## src/rtl/uart_mem_loader_pkg.sv

```systemverilog
// Shared definitions for the UART memory loader: state encodings of the
// receiver and the framing FSM, plus the default baud divisor.
package uart_pkg;

  // 100 MHz system clock / 115200 baud
  localparam int DEFAULT_CLKS_PER_BIT = 868;

  typedef enum logic [2:0] {
    RX_IDLE,
    RX_START,
    RX_DATA,
    RX_STOP,
    RX_WAIT_HIGH
  } rx_state_t;

  typedef enum logic [2:0] {
    LD_IDLE,
    LD_LEN_HI,
    LD_DATA,
    LD_DONE,
    LD_ERR
  } ld_state_t;

endpackage

```

## src/rtl/uart_mem_loader_if.sv

```systemverilog
// Word-write bus from the loader into the data memory. The loader drives
// it; the memory only listens, since there is no back-pressure.
interface uart_mem_loader_if #(
  parameter int ADDR_W = 15
);
  logic              mem_we;
  logic [ADDR_W-1:0] mem_addr;
  logic [31:0]       mem_wdata;

  modport master (output mem_we, output mem_addr, output mem_wdata);
  modport slave  (input  mem_we, input  mem_addr, input  mem_wdata);
endinterface

```

## src/rtl/uart_mem_loader_rx.sv

```systemverilog
// 8N1 UART receiver: two-flop synchronizer, mid-bit sampling driven by a
// baud counter, one-cycle pulses for a good byte or a bad stop bit.
module uart_rx
  import uart_pkg::*;
#(
  parameter int CLKS_PER_BIT = DEFAULT_CLKS_PER_BIT
) (
  input  logic       clk,
  input  logic       rst,
  input  logic       rx,
  output logic [7:0] rx_byte,
  output logic       rx_valid,
  output logic       rx_ferr
);

  localparam int CNT_W = $clog2(CLKS_PER_BIT);
  localparam logic [CNT_W-1:0] HALF_LAST = CNT_W'(CLKS_PER_BIT / 2 - 1);
  localparam logic [CNT_W-1:0] FULL_LAST = CNT_W'(CLKS_PER_BIT - 1);

  rx_state_t        state;
  logic             rx_meta;
  logic             rx_sync;
  logic [CNT_W-1:0] baud_cnt;
  logic [2:0]       bit_idx;
  logic [7:0]       shift_reg;

  // Bring the asynchronous line into the clock domain; idle level is high
  always_ff @(posedge clk) begin
    if (rst) begin
      rx_meta <= 1'b1;
      rx_sync <= 1'b1;
    end else begin
      rx_meta <= rx;
      rx_sync <= rx_meta;
    end
  end

  // Start detection, mid-bit sampling of data and stop bit, re-arm on idle
  always_ff @(posedge clk) begin
    if (rst) begin
      state     <= RX_IDLE;
      baud_cnt  <= '0;
      bit_idx   <= '0;
      shift_reg <= '0;
      rx_byte   <= '0;
      rx_valid  <= 1'b0;
      rx_ferr   <= 1'b0;
    end else begin
      rx_valid <= 1'b0;
      rx_ferr  <= 1'b0;
      case (state)
        RX_IDLE: begin
          baud_cnt <= '0;
          if (!rx_sync) state <= RX_START;
        end
        RX_START: begin
          if (baud_cnt == HALF_LAST) begin
            baud_cnt <= '0;
            bit_idx  <= '0;
            state    <= rx_sync ? RX_IDLE : RX_DATA;
          end else begin
            baud_cnt <= baud_cnt + 1'b1;
          end
        end
        RX_DATA: begin
          if (baud_cnt == FULL_LAST) begin
            baud_cnt  <= '0;
            shift_reg <= {rx_sync, shift_reg[7:1]};
            if (bit_idx == 3'd7) state <= RX_STOP;
            bit_idx <= bit_idx + 1'b1;
          end else begin
            baud_cnt <= baud_cnt + 1'b1;
          end
        end
        RX_STOP: begin
          if (baud_cnt == FULL_LAST) begin
            baud_cnt <= '0;
            if (rx_sync) begin
              rx_valid <= 1'b1;
              rx_byte  <= shift_reg;
            end else begin
              rx_ferr <= 1'b1;
            end
            state <= RX_WAIT_HIGH;
          end else begin
            baud_cnt <= baud_cnt + 1'b1;
          end
        end
        RX_WAIT_HIGH: begin
          if (rx_sync) state <= RX_IDLE;
        end
        default: state <= RX_IDLE;
      endcase
    end
  end

endmodule

```

## src/rtl/uart_mem_loader.sv

```systemverilog
// Length-prefixed serial loader: LEN_LO, LEN_HI, then LEN little-endian
// 32-bit words written to consecutive data-memory words starting at 0.
module uart_mem_loader
  import uart_pkg::*;
#(
  parameter int CLKS_PER_BIT = DEFAULT_CLKS_PER_BIT,
  parameter int MEMSIZE      = 2**15,
  parameter int ADDR_W       = $clog2(MEMSIZE)
) (
  input  logic        clk,
  input  logic        rst,
  input  logic        rx,
  uart_mem_loader_if.master mem,
  output logic        busy,
  output logic        done,
  output logic        err,
  output logic [15:0] words_written
);

  logic [7:0]        rx_byte;
  logic              rx_valid;
  logic              rx_ferr;

  ld_state_t         state;
  logic [7:0]        len_lo;
  logic [15:0]       len;
  logic [15:0]       len_next;
  logic [1:0]        byte_idx;
  logic [23:0]       word_reg;
  logic              mem_we_q;
  logic [ADDR_W-1:0] mem_addr_q;
  logic [31:0]       mem_wdata_q;

  uart_rx #(.CLKS_PER_BIT(CLKS_PER_BIT)) u_rx (
    .clk      (clk),
    .rst      (rst),
    .rx       (rx),
    .rx_byte  (rx_byte),
    .rx_valid (rx_valid),
    .rx_ferr  (rx_ferr)
  );

  assign len_next      = {rx_byte, len_lo};
  assign mem.mem_we    = mem_we_q;
  assign mem.mem_addr  = mem_addr_q;
  assign mem.mem_wdata = mem_wdata_q;

  // Framing FSM: length capture, word assembly, registered memory writes
  always_ff @(posedge clk) begin
    if (rst) begin
      state         <= LD_IDLE;
      len_lo        <= '0;
      len           <= '0;
      byte_idx      <= '0;
      word_reg      <= '0;
      mem_we_q      <= 1'b0;
      mem_addr_q    <= '0;
      mem_wdata_q   <= '0;
      busy          <= 1'b0;
      done          <= 1'b0;
      err           <= 1'b0;
      words_written <= '0;
    end else begin
      mem_we_q <= 1'b0;
      if (rx_ferr && state != LD_ERR) begin
        state <= LD_ERR;
        busy  <= 1'b0;
        err   <= 1'b1;
      end else begin
        case (state)
          LD_IDLE, LD_DONE: begin
            if (rx_valid) begin
              len_lo        <= rx_byte;
              done          <= 1'b0;
              words_written <= '0;
              busy          <= 1'b1;
              state         <= LD_LEN_HI;
            end
          end
          LD_LEN_HI: begin
            if (rx_valid) begin
              len      <= len_next;
              byte_idx <= '0;
              if (len_next == 16'd0) begin
                busy  <= 1'b0;
                done  <= 1'b1;
                state <= LD_DONE;
              end else if (32'(len_next) > MEMSIZE) begin
                busy  <= 1'b0;
                err   <= 1'b1;
                state <= LD_ERR;
              end else begin
                state <= LD_DATA;
              end
            end
          end
          LD_DATA: begin
            if (rx_valid) begin
              byte_idx <= byte_idx + 1'b1;
              case (byte_idx)
                2'd0: word_reg[7:0]   <= rx_byte;
                2'd1: word_reg[15:8]  <= rx_byte;
                2'd2: word_reg[23:16] <= rx_byte;
                default: begin
                  mem_we_q      <= 1'b1;
                  mem_addr_q    <= words_written[ADDR_W-1:0];
                  mem_wdata_q   <= {rx_byte, word_reg};
                  words_written <= words_written + 16'd1;
                  if (words_written + 16'd1 == len) begin
                    busy  <= 1'b0;
                    done  <= 1'b1;
                    state <= LD_DONE;
                  end
                end
              endcase
            end
          end
          LD_ERR: begin
            busy <= 1'b0;
            err  <= 1'b1;
          end
          default: state <= LD_IDLE;
        endcase
      end
    end
  end

endmodule
```

## src/flat_wrapper.sv

```systemverilog
// flat-port wrapper written by rule: the top's interface ports become plain ports
module uart_mem_loader_flat import uart_pkg::*;
#(
  parameter int CLKS_PER_BIT = DEFAULT_CLKS_PER_BIT,
  parameter int MEMSIZE      = 2**15,
  parameter int ADDR_W       = $clog2(MEMSIZE)
)
  (clk, rst, rx, busy, done, err, words_written, mem_mem_we, mem_mem_addr, mem_mem_wdata);
  uart_mem_loader_if #(.ADDR_W(ADDR_W)) mem_i ();
  input  logic clk;
  input  logic rst;
  input  logic rx;
  output logic busy;
  output logic done;
  output logic err;
  output logic [15:0] words_written;
  output wire logic [$bits(mem_i.mem_we)-1:0] mem_mem_we;
  output wire logic [$bits(mem_i.mem_addr)-1:0] mem_mem_addr;
  output wire logic [$bits(mem_i.mem_wdata)-1:0] mem_mem_wdata;
  assign mem_mem_we = mem_i.mem_we;
  assign mem_mem_addr = mem_i.mem_addr;
  assign mem_mem_wdata = mem_i.mem_wdata;
  uart_mem_loader #(.CLKS_PER_BIT(CLKS_PER_BIT), .MEMSIZE(MEMSIZE), .ADDR_W(ADDR_W)) u_core (.clk(clk), .rst(rst), .rx(rx), .mem(mem_i), .busy(busy), .done(done), .err(err), .words_written(words_written));
endmodule
```

## config.mk

```make
export PLATFORM = sky130hd
export DESIGN_NAME = uart_mem_loader_flat
export DESIGN_NICKNAME = d
export VERILOG_FILES = /design/src/rtl/uart_mem_loader_pkg.sv /design/src/rtl/uart_mem_loader_if.sv /design/src/rtl/uart_mem_loader_rx.sv /design/src/rtl/uart_mem_loader.sv /design/src/flat_wrapper.sv
export SDC_FILE = /design/constraint.sdc
export NUM_CORES = 1
export LEC_CHECK = 0
export ABC_CLOCK_PERIOD_IN_PS = 4600
export CAP_MARGIN = 10
export CORE_AREA = 2 2 127 129
export CTS_BUF_LIST = sky130_fd_sc_hd__clkbuf_2 sky130_fd_sc_hd__clkbuf_4 sky130_fd_sc_hd__clkbuf_8
export CTS_CLUSTER_SIZE = 30
export DETAILED_ROUTE_END_ITERATION = 10
export DIE_AREA = 0 0 129 131
export SLEW_MARGIN = 20
export SYNTH_ARGS = -nofsm -noshare
export SYNTH_HDL_FRONTEND = slang
export SYNTH_SLANG_ARGS = --single-unit
```

## constraint.sdc

```tcl
create_clock -name clk -period 4.6 [get_ports clk]
set_clock_uncertainty 0.2 [all_clocks]
set_input_delay 0.46 -clock clk [delete_from_list [all_inputs] [get_ports clk]]
set_output_delay 0.46 -clock clk [all_outputs]
set_load 0.05 [all_outputs]
```

==> results.yml, run 1 <==
outcome:
  status: "finished clean"
worst_setup_path:
  crit_family: "compound AO/OA/AOI/OAI gates"
  crit_fanout: 9
  cpMaxStageDelayCell: "dfxtp_1"
  crit_arrival_ps: 2930
  cp-end-kind: "register"
  cp_num_buf_inv: 0
  crit_path_max_incr_delay_ps: 550
  crit_type: "register to register"
  cp_cell_sequence: "ha_1 > and3_1 > nand2b_4 > o41ai_1 > and2_1 > a41oi_1 > o31a_1"
  worstSetupStartpointType: "register"
  crit_required_ps: 4740
clocking:
  cts_max_path_buffers: 2
  cts_setup_buffers: 0
  cts_tree: "built"
  h-tree-depth: 4
  root_buffer: "clkbuf_8"
  clk-insertion-delay-late_ps: 450
  clkTransAtPathRegs_ps: 80
  ctsHoldBuffers: 0
  cts_resized: 0
  cts_made_buffers: 17
  cts_sinks: 156
detailed_routing:
  wl_per_cell_um: 14.3
  final_antenna_net_count: 0
  routed_wirelength_um: 15400
  drt_iter0_drc: 267
  drc_errors: 0
  vias_per_cell: 5.24
  vias: 5639
  first_pass_iters: 4
final_layout:
  fin_nets: 860
  diodes: 0
  largest_register_ff_count: 32
  drive_above_1_share_pct: 6.62
  area_growth_pct: 16.2
  finalCoreUtilization_pct: 51.0
synthesis:
  yosys_warnings: 0
  yosysTopAreaCellShare_pct: 45.6
  synth_ff_type: "dfxtp_1"
  syn_nets: 831
  synth_top_cells_by_count: "dfxtp_1 (156), nand2_1 (142), a21oi_1 (106)"
  synth-async-reset-ratio_pct: 0
  synth_edf_count: 0
  netlist_area_um2: 6840
  netlist_instances: 819
  yosysMostFrequentCell: "dfxtp_1"
  synth_cell_types: 64
  ys_ff_latch: 156
  synth_area_leaders: "dfxtp_1 (46%), nand2_1 (7.8%), a21oi_1 (7.8%)"
  avgSynthCellArea_um2: 8.36
  yosysSeqAreaShare_pct: 45.6
  synth_largest_area_cell: "dfxtp_1"
sta:
  period_minus_slack_ps: 2790
  final-hold-violation-count: 0
  finalMaxSlewViolations: 0
  setup_tns_ps: 0
  fin_crit_sh_pct: 60.7
  fmax_mhz: 358
  rsz0062_at_grt: "false"
  setup_viol: 0
  worst_pin_slew_ps: 976
  relSlewSlack_pct: 34.9
  holdWs_ps: 225
placed_design:
  place_hpwl_um: 10300
  numPortBuffers: 69
  gp_congestion: 0.869
global_routing:
  antenna_found_initial: 0
  track_usage_pct: 19.1
  grt_pass1_vias: 5447
  overflow: 0
  grt_first_pass_wirelength_um: 26000
  grt_max_degree: 91
power_and_ir_drop:
  vdd_drop_max_mv: 0.189
  p_per_area_nw_per_um2: 314
  p_leak_nw: 2.87
flow_run:
  drv_cap: 0
die:
  start_util_pct: 43.9
  die_h_um: 131
  ios: 70
  fp-row-count: 46
  die_area_um2: 16900
  core-area_um2: 15600
  die_x_um: 129
worst_hold_path:
  hold_class: "register to register"
stage by stage:
step	cell area, um^2	worst slack (ps)	cells	total power [mW]
after floorplan	6840	1860	819	1.50
after global placement	7560	2020	1045	1.52
after detailed placement	7560	1850	1045	1.52
after CTS	7950	1830	1077	2.53
after global routing	7950	1660	1077	2.61
final	7950	1810	1077	2.50
power by group:
part / internal [mW] / switching, mW
registers: 1.36 / 0.0142
clock network: 0.491 / 0.516
logic: 0.0423 / 0.0780
total: 1.89 / 0.608
cells in the final DEF (no fill, tap or decap), types with 4 or more instances in the layout:
master / instances
o21ai_0: 18
nor2b_1: 12
or3_1: 4
and2_1: 6
nor4_1: 8
a211oi_1: 5
nor3_1: 9
inv_1: 8
dfxtp_1: 156
a21oi_1: 106
clkbuf_8: 21
ha_1: 9
nor2_1: 85
nand2b_1: 7
clkinv_4: 5
nand2_1: 142
mux2i_1: 42
xor2_1: 12
xnor2_1: 16
clkdlybuf4s50_1: 68
buf_4: 4
nand4_1: 8
or4_1: 5
nand3_1: 38
cell families (layout without fill, tap and decap cells):
family                   Yosys count  count (layout)  share of synthesized area, %
multiplexers                      43              43                          6.31
flip-flops                       156             156                          45.6
XOR/XNOR                          28              28                          3.58
AO/OA/AOI/OAI                    159             159                          13.2
AND/OR/NAND/NOR                  354             354                          25.2
adder cells (fa/ha/maj)            9               9                          1.65
buffers and inverters             70             112                          4.37
routing by layer:
layer / part of all wire, % / track usage (%) / up-vias
met2: 48 / 32.2 / 93
met3: 3.1 / 4.44 / 23
met1: 47 / 24.0 / 2649
li1: - / - / 2874
met5: 0 / 0 / -
met4: 2.2 / 7.23 / 0
path summary, 6_finish.rpt:
path | start | end | slack (ps) | depth (start not counted)
worst max-delay path | u_core.words_written[0] | u_core.busy | 1810 | 7
worst min-delay path | u_core.u_rx.rx_meta | u_core.u_rx.rx_sync | 230 | 1
worst max register to register | u_core.words_written[0] | u_core.busy | 1810 | 7
worst min register to register | u_core.u_rx.rx_meta | u_core.u_rx.rx_sync | 230 | 1
area by class of cell:
class / count / area [um^2]
clock inverter: 11 / 109
fill: 1486 / 7640
timing repair buffer: 72 / 711
inverter: 8 / 30.0
multi-input combinational: 593 / 3420
clock buffer: 21 / 289
tap: 216 / 270
sequential: 156 / 3120
No activity file was read; power rests on OpenSTA's default activity.
==> inputs of run 2 (changes only) <==
--- a/config.mk
+++ b/config.mk
@@ -5,13 +5,14 @@
 export SDC_FILE = /design/constraint.sdc
 export NUM_CORES = 1
 export LEC_CHECK = 0
-export ABC_CLOCK_PERIOD_IN_PS = 4600
+export ABC_CLOCK_PERIOD_IN_PS = 2500
 export CAP_MARGIN = 10
 export CORE_AREA = 2 2 127 129
 export CTS_BUF_LIST = sky130_fd_sc_hd__clkbuf_2 sky130_fd_sc_hd__clkbuf_4 sky130_fd_sc_hd__clkbuf_8
 export CTS_CLUSTER_SIZE = 30
 export DETAILED_ROUTE_END_ITERATION = 10
 export DIE_AREA = 0 0 129 131
+export PLACE_DENSITY = 0.67
 export SLEW_MARGIN = 20
 export SYNTH_ARGS = -nofsm -noshare
 export SYNTH_HDL_FRONTEND = slang
==> constraint.sdc (replaced) <==
create_clock -name clk -period 2.5 [get_ports clk]
set_clock_uncertainty 0.2 [all_clocks]
set_input_delay 0.25 -clock clk [delete_from_list [all_inputs] [get_ports clk]]
set_output_delay 0.25 -clock clk [all_outputs]
set_load 0.05 [all_outputs]
==> run 2 against run 1 <==
Effect of this change:
- combinational power up 89%
- routed wire length grew 1.5%
- worst setup slack got worse by 1700 ps
- clock power up 98%
- critical endpoint unchanged
- largest cell class unchanged
==> results.yml, run 2 (synthesis results as in run 1) <==
final_layout:
  largest_register_ff_count: 32
  fillers: 1469
  mostFrequentLayoutCells: "dfxtp_1 (150), nand2_1 (142), a21oi_1 (106)"
  area_growth_pct: 20.9
  diodes: 0
  drive_above_1_share_pct: 10.7
  fin_area_um2: 8270
  fin_nets: 889
  final_common_cell: "dfxtp_1"
outcome:
  status: "finished clean"
clocking:
  cts_setup_buffers: 0
  h-tree-depth: 4
  cts_made_buffers: 17
  clkTransAtPathRegs_ps: 80
  root_buffer: "clkbuf_8"
  clk-insertion-delay-late_ps: 450
  cts_sinks: 156
  cts_max_path_buffers: 2
  cts_tree: "built"
detailed_routing:
  vias_per_cell: 5.21
  final_antenna_net_count: 0
  wl_per_cell_um: 14.1
  drc_errors: 0
  first_pass_iters: 4
  routed_wirelength_um: 15600
  vias: 5761
  drt_iter0_drc: 346
sta:
  setup_tns_ps: 0
  setup_viol: 0
  worst_pin_slew_ps: 524
  fmax_mhz: 416
  period_minus_slack_ps: 2400
  relSlewSlack_pct: 64.9
  rsz0062_at_grt: "false"
  finalMaxSlewViolations: 0
  fin_crit_sh_pct: 96.1
  final-hold-violation-count: 0
die:
  die_area_um2: 16900
  die_x_um: 129
  core-area_um2: 15600
  die_h_um: 131
  ios: 70
  start_util_pct: 43.9
  fp-row-count: 46
global_routing:
  track_usage_pct: 18.7
  grt_max_degree: 117
  antenna_found_initial: 0
  overflow: 0
  grt_pass1_vias: 5051
  grt_first_pass_wirelength_um: 25200
power_and_ir_drop:
  p_leak_nw: 3.05
  vdd_drop_max_mv: 0.463
  p_per_area_nw_per_um2: 574
worst_setup_path:
  crit_path_max_incr_delay_ps: 340
  crit_arrival_ps: 2540
  crit_fanout: 7
  worstSetupStartpointType: "register"
  cp-end-kind: "register"
  crit_type: "register to register"
  cpMaxStageDelayCell: "and3_1"
  crit_required_ps: 2640
  cp_cell_sequence: "ha_1 > and3_1 > and4_1 > o2111ai_1 > nor4_2 > a41oi_1 > o31a_1"
placed_design:
  placed_area_um2: 7810
  place_hpwl_um: 10200
  gp_congestion: 0.864
  numPortBuffers: 69
flow_run:
  drv_cap: 0
worst_hold_path:
  hold_class: "input port to register"
==> run 2: cell count changes in the layout (fill, tap and decap cells not counted), moves of 3 or more <==
cell / before / now
buf_4: 4 / 29
buf_12: 0 / 3
dfxtp_1: 156 / 150
clkbuf_4: 0 / 5
clkinv_4: 5 / 0
dfxtp_2: 0 / 6
==> run 2: final timing paths <==
path | startpoint | endpoint | slack (ps) | cells past startpoint
hold reg to reg | u_core.u_rx.rx_meta | u_core.u_rx.rx_sync | 230 | 1
hold / removal | rx | u_core.u_rx.rx_meta | 170 | 2
setup reg to reg | u_core.words_written[0] | u_core.busy | 100 | 7
setup / recovery | u_core.words_written[0] | u_core.busy | 100 | 7
==> run 2: metrics by stage <==
stage	total power, mW	utilization (%)	instances	hold WS (ps)	setup WS, ps
2_1_floorplan	2.76	-	819	154	19.1
3_3_place_gp	2.81	50.1	1073	199	156
3_5_place_dp	2.81	50.1	1073	200	73.1
4_1_cts	4.81	52.9	1105	149	67.8
5_1_grt	4.93	53.0	1105	164	0.591
6_report	4.75	53.0	1105	167	97.2
==> run 2: final cells by class <==
cell class	count	area, um^2	share of cell area (%)
inverter	8	30.0	0.363
clock buffer	25	313	3.78
timing repair buffer	101	968	11.7
multi-input combinational	593	3450	41.7
clock inverter	6	110	1.33
tap	216	270	3.27
sequential	156	3130	37.8
==> run 2: report_power, final <==
part	switching [mW]	total (mW)	internal [mW]
clock	0.881	2.00	1.12
combinational	0.141	0.227	0.0859
sequential	0.0259	2.53	2.50
total	1.05	4.75	3.70
==> run 2: metal layers <==
layer / track usage [%] / up-vias / share of wire, %
met5: 0 / - / 0
met4: 5.37 / 0 / 1.3
met3: 4.60 / 20 / 3.9
met2: 31.3 / 117 / 48
met1: 24.1 / 2709 / 47
li1: - / 2915 / -
==> run 2: repair_timing <==
| action | in CTS | in global routing |
|---|---|---|
| endpoints found under the setup margin | 0 | 3 |
| hold buffers | 1 | 0 |
| resized for setup | 0 | 6 |
| hold endpoints to repair | 7 | 0 |
==> run 2: worst max-delay path: cells and delay by family (launching register included) <==
family | cells | cell delay (ps)
DFF | 1 | 330
AOI/OAI and AO/OA | 3 | 660
and+or+nand+nor | 3 | 850
adders and majority gates | 1 | 250
==> inputs of run 3 (changes only) <==
--- a/config.mk
+++ b/config.mk
@@ -8,10 +8,11 @@
 export ABC_CLOCK_PERIOD_IN_PS = 2500
 export CAP_MARGIN = 10
 export CORE_AREA = 2 2 127 129
-export CTS_BUF_LIST = sky130_fd_sc_hd__clkbuf_2 sky130_fd_sc_hd__clkbuf_4 sky130_fd_sc_hd__clkbuf_8
+export CTS_BUF_LIST = sky130_fd_sc_hd__clkbuf_4
 export CTS_CLUSTER_SIZE = 30
 export DETAILED_ROUTE_END_ITERATION = 10
 export DIE_AREA = 0 0 129 131
+export GPL_ROUTABILITY_DRIVEN = 0
 export PLACE_DENSITY = 0.67
 export SLEW_MARGIN = 20
 export SYNTH_ARGS = -nofsm -noshare
==> run 3 against run 2 <==
Effect of this change:
- highest routed layer unchanged
- clock power decreased by 22%
- non-clock buffer count unchanged
- cell area fell by 1.5%
- global-route usage is 0.14 points lower
- largest cell class unchanged
- critical endpoint is now words_written[12]
- via count fell by 0.66%
- first-iteration DRC count is 16% higher
- critical path depth down 6
- routed wire length down 1.1%
- register-to-register slack better by 30 ps
- sequential cell count stayed put
- die area did not move
- worst setup slack gained 15 ps
==> results.yml, run 3 (synthesis results as in run 1) <==
outcome:
  status: "finished clean"
sta:
  setup_tns_ps: 0
  fmax_mhz: 419
  period_minus_slack_ps: 2390
  holdWs_ps: 50.2
  rsz0062_at_grt: "false"
  relSlewSlack_pct: 65.1
  setup_viol: 0
  worst_pin_slew_ps: 522
  final-hold-violation-count: 0
  fin_crit_sh_pct: 95.5
  finalMaxSlewViolations: 0
die:
  core-area_um2: 15600
  fp-row-count: 46
  ios: 70
  die_x_um: 129
  start_util_pct: 43.9
  die_area_um2: 16900
  die_h_um: 131
placed_design:
  numPortBuffers: 69
  place_hpwl_um: 10200
global_routing:
  grt_pass1_vias: 5006
  antenna_found_initial: 1
  track_usage_pct: 18.6
  grt_max_degree: 117
  overflow: 0
  grt_first_pass_wirelength_um: 24900
worst_setup_path:
  cp_num_buf_inv: 1
  crit_family: "buffers and inverters"
  crit_arrival_ps: 1940
  crit_type: "register to output pin"
  crit_required_ps: 2050
  cpMaxStageDelayCell: "clkdlybuf4s50_1"
  cp_cell_sequence: "clkdlybuf4s50_1"
  cp-end-kind: "output pin"
  worstSetupStartpointType: "register"
  crit_fanout: 8
  crit_path_max_incr_delay_ps: 870
final_layout:
  final_common_cell: "dfxtp_1"
  area_growth_pct: 19.1
  drive_above_1_share_pct: 10.3
  mostFrequentLayoutCells: "dfxtp_1 (149), nand2_1 (142), a21oi_1 (106)"
  largest_register_ff_count: 32
  fin_nets: 889
  fillers: 1491
  finalCoreUtilization_pct: 52.2
clocking:
  clk-insertion-delay-late_ps: 560
  h-tree-depth: 4
  cts_made_buffers: 17
  cts_tree: "built"
  cts_setup_buffers: 0
  cts_sinks: 156
  clkTransAtPathRegs_ps: 130
  cts_max_path_buffers: 2
  root_buffer: "clkbuf_4"
detailed_routing:
  first_pass_iters: 4
  wl_per_cell_um: 13.9
  vias_per_cell: 5.17
  drc_errors: 0
  drt_iter0_drc: 403
  vias: 5723
  final_antenna_net_count: 0
  routed_wirelength_um: 15400
power_and_ir_drop:
  p_per_area_nw_per_um2: 531
  p_leak_nw: 3.08
  vdd_drop_max_mv: 0.459
flow_run:
  drv_cap: 0
worst_hold_path:
  hold_class: "input port to register"
-- run 3: cell type report --
type / instances / area [um^2] / share of cell area, %
diodes: 1 / 2.50 / 0.0307
clock buffers: 22 / 165 / 2.03
clock inverters: 9 / 121 / 1.49
inverters: 8 / 30.0 / 0.369
multi-input cells: 593 / 3440 / 42.3
flip-flops and latches: 156 / 3130 / 38.4
well taps: 216 / 270 / 3.32
repair buffers: 101 / 981 / 12.0
-- run 3: where the power goes --
group / total [mW] / leakage (nW) / switching, mW / internal (mW)
clock network: 1.57 / 0.153 / 0.835 / 0.732
logic: 0.226 / 1.67 / 0.141 / 0.0859
registers: 2.53 / 1.26 / 0.0254 / 2.50
total: 4.32 / 3.08 / 1.00 / 3.32
-- run 3: routing by layer --
metal  vias to the layer above  routed length, um  share of wire, %  GRT usage [%]
li1                       2915                  -                 -              -
met1                      2680               7110                46           24.3
met2                       111               7410                48           30.5
met3                        17                701               4.5           5.09
met4                         0                205               1.3           4.80
met5                         -                  0                 0              0
-- run 3: repair_timing --
item | CTS | global route
endpoints found under the setup margin | 0 | 7
hold buffers | 1 | 0
resized for setup | 0 | 11
endpoints found under the hold margin | 29 | 0
-- run 3: final timing paths --
| path | startpoint | to | slack (ps) | cells past startpoint |
|---|---|---|---|---|
| min reg2reg | u_core.u_rx.rx_meta | u_core.u_rx.rx_sync | 240 | 1 |
| max | u_core.words_written[12] | words_written[12] | 110 | 1 |
| max reg2reg | u_core.u_rx.rx_byte[3] | u_core.done | 130 | 6 |
| min | rx | u_core.u_rx.rx_meta | 50 | 2 |
-- run 3: stage by stage --
step / power (mW) / worst slack, ps / cells / instance area, um^2
CTS: 4.38 / 27.5 / 1105 / 8110
global route: 4.51 / 6.44 / 1106 / 8150
detailed placement: 2.81 / 73.1 / 1073 / 7810
floorplan: 2.76 / 19.1 / 819 / 6850
global placement: 2.81 / 156 / 1073 / 7810
finish: 4.32 / 112 / 1106 / 8150
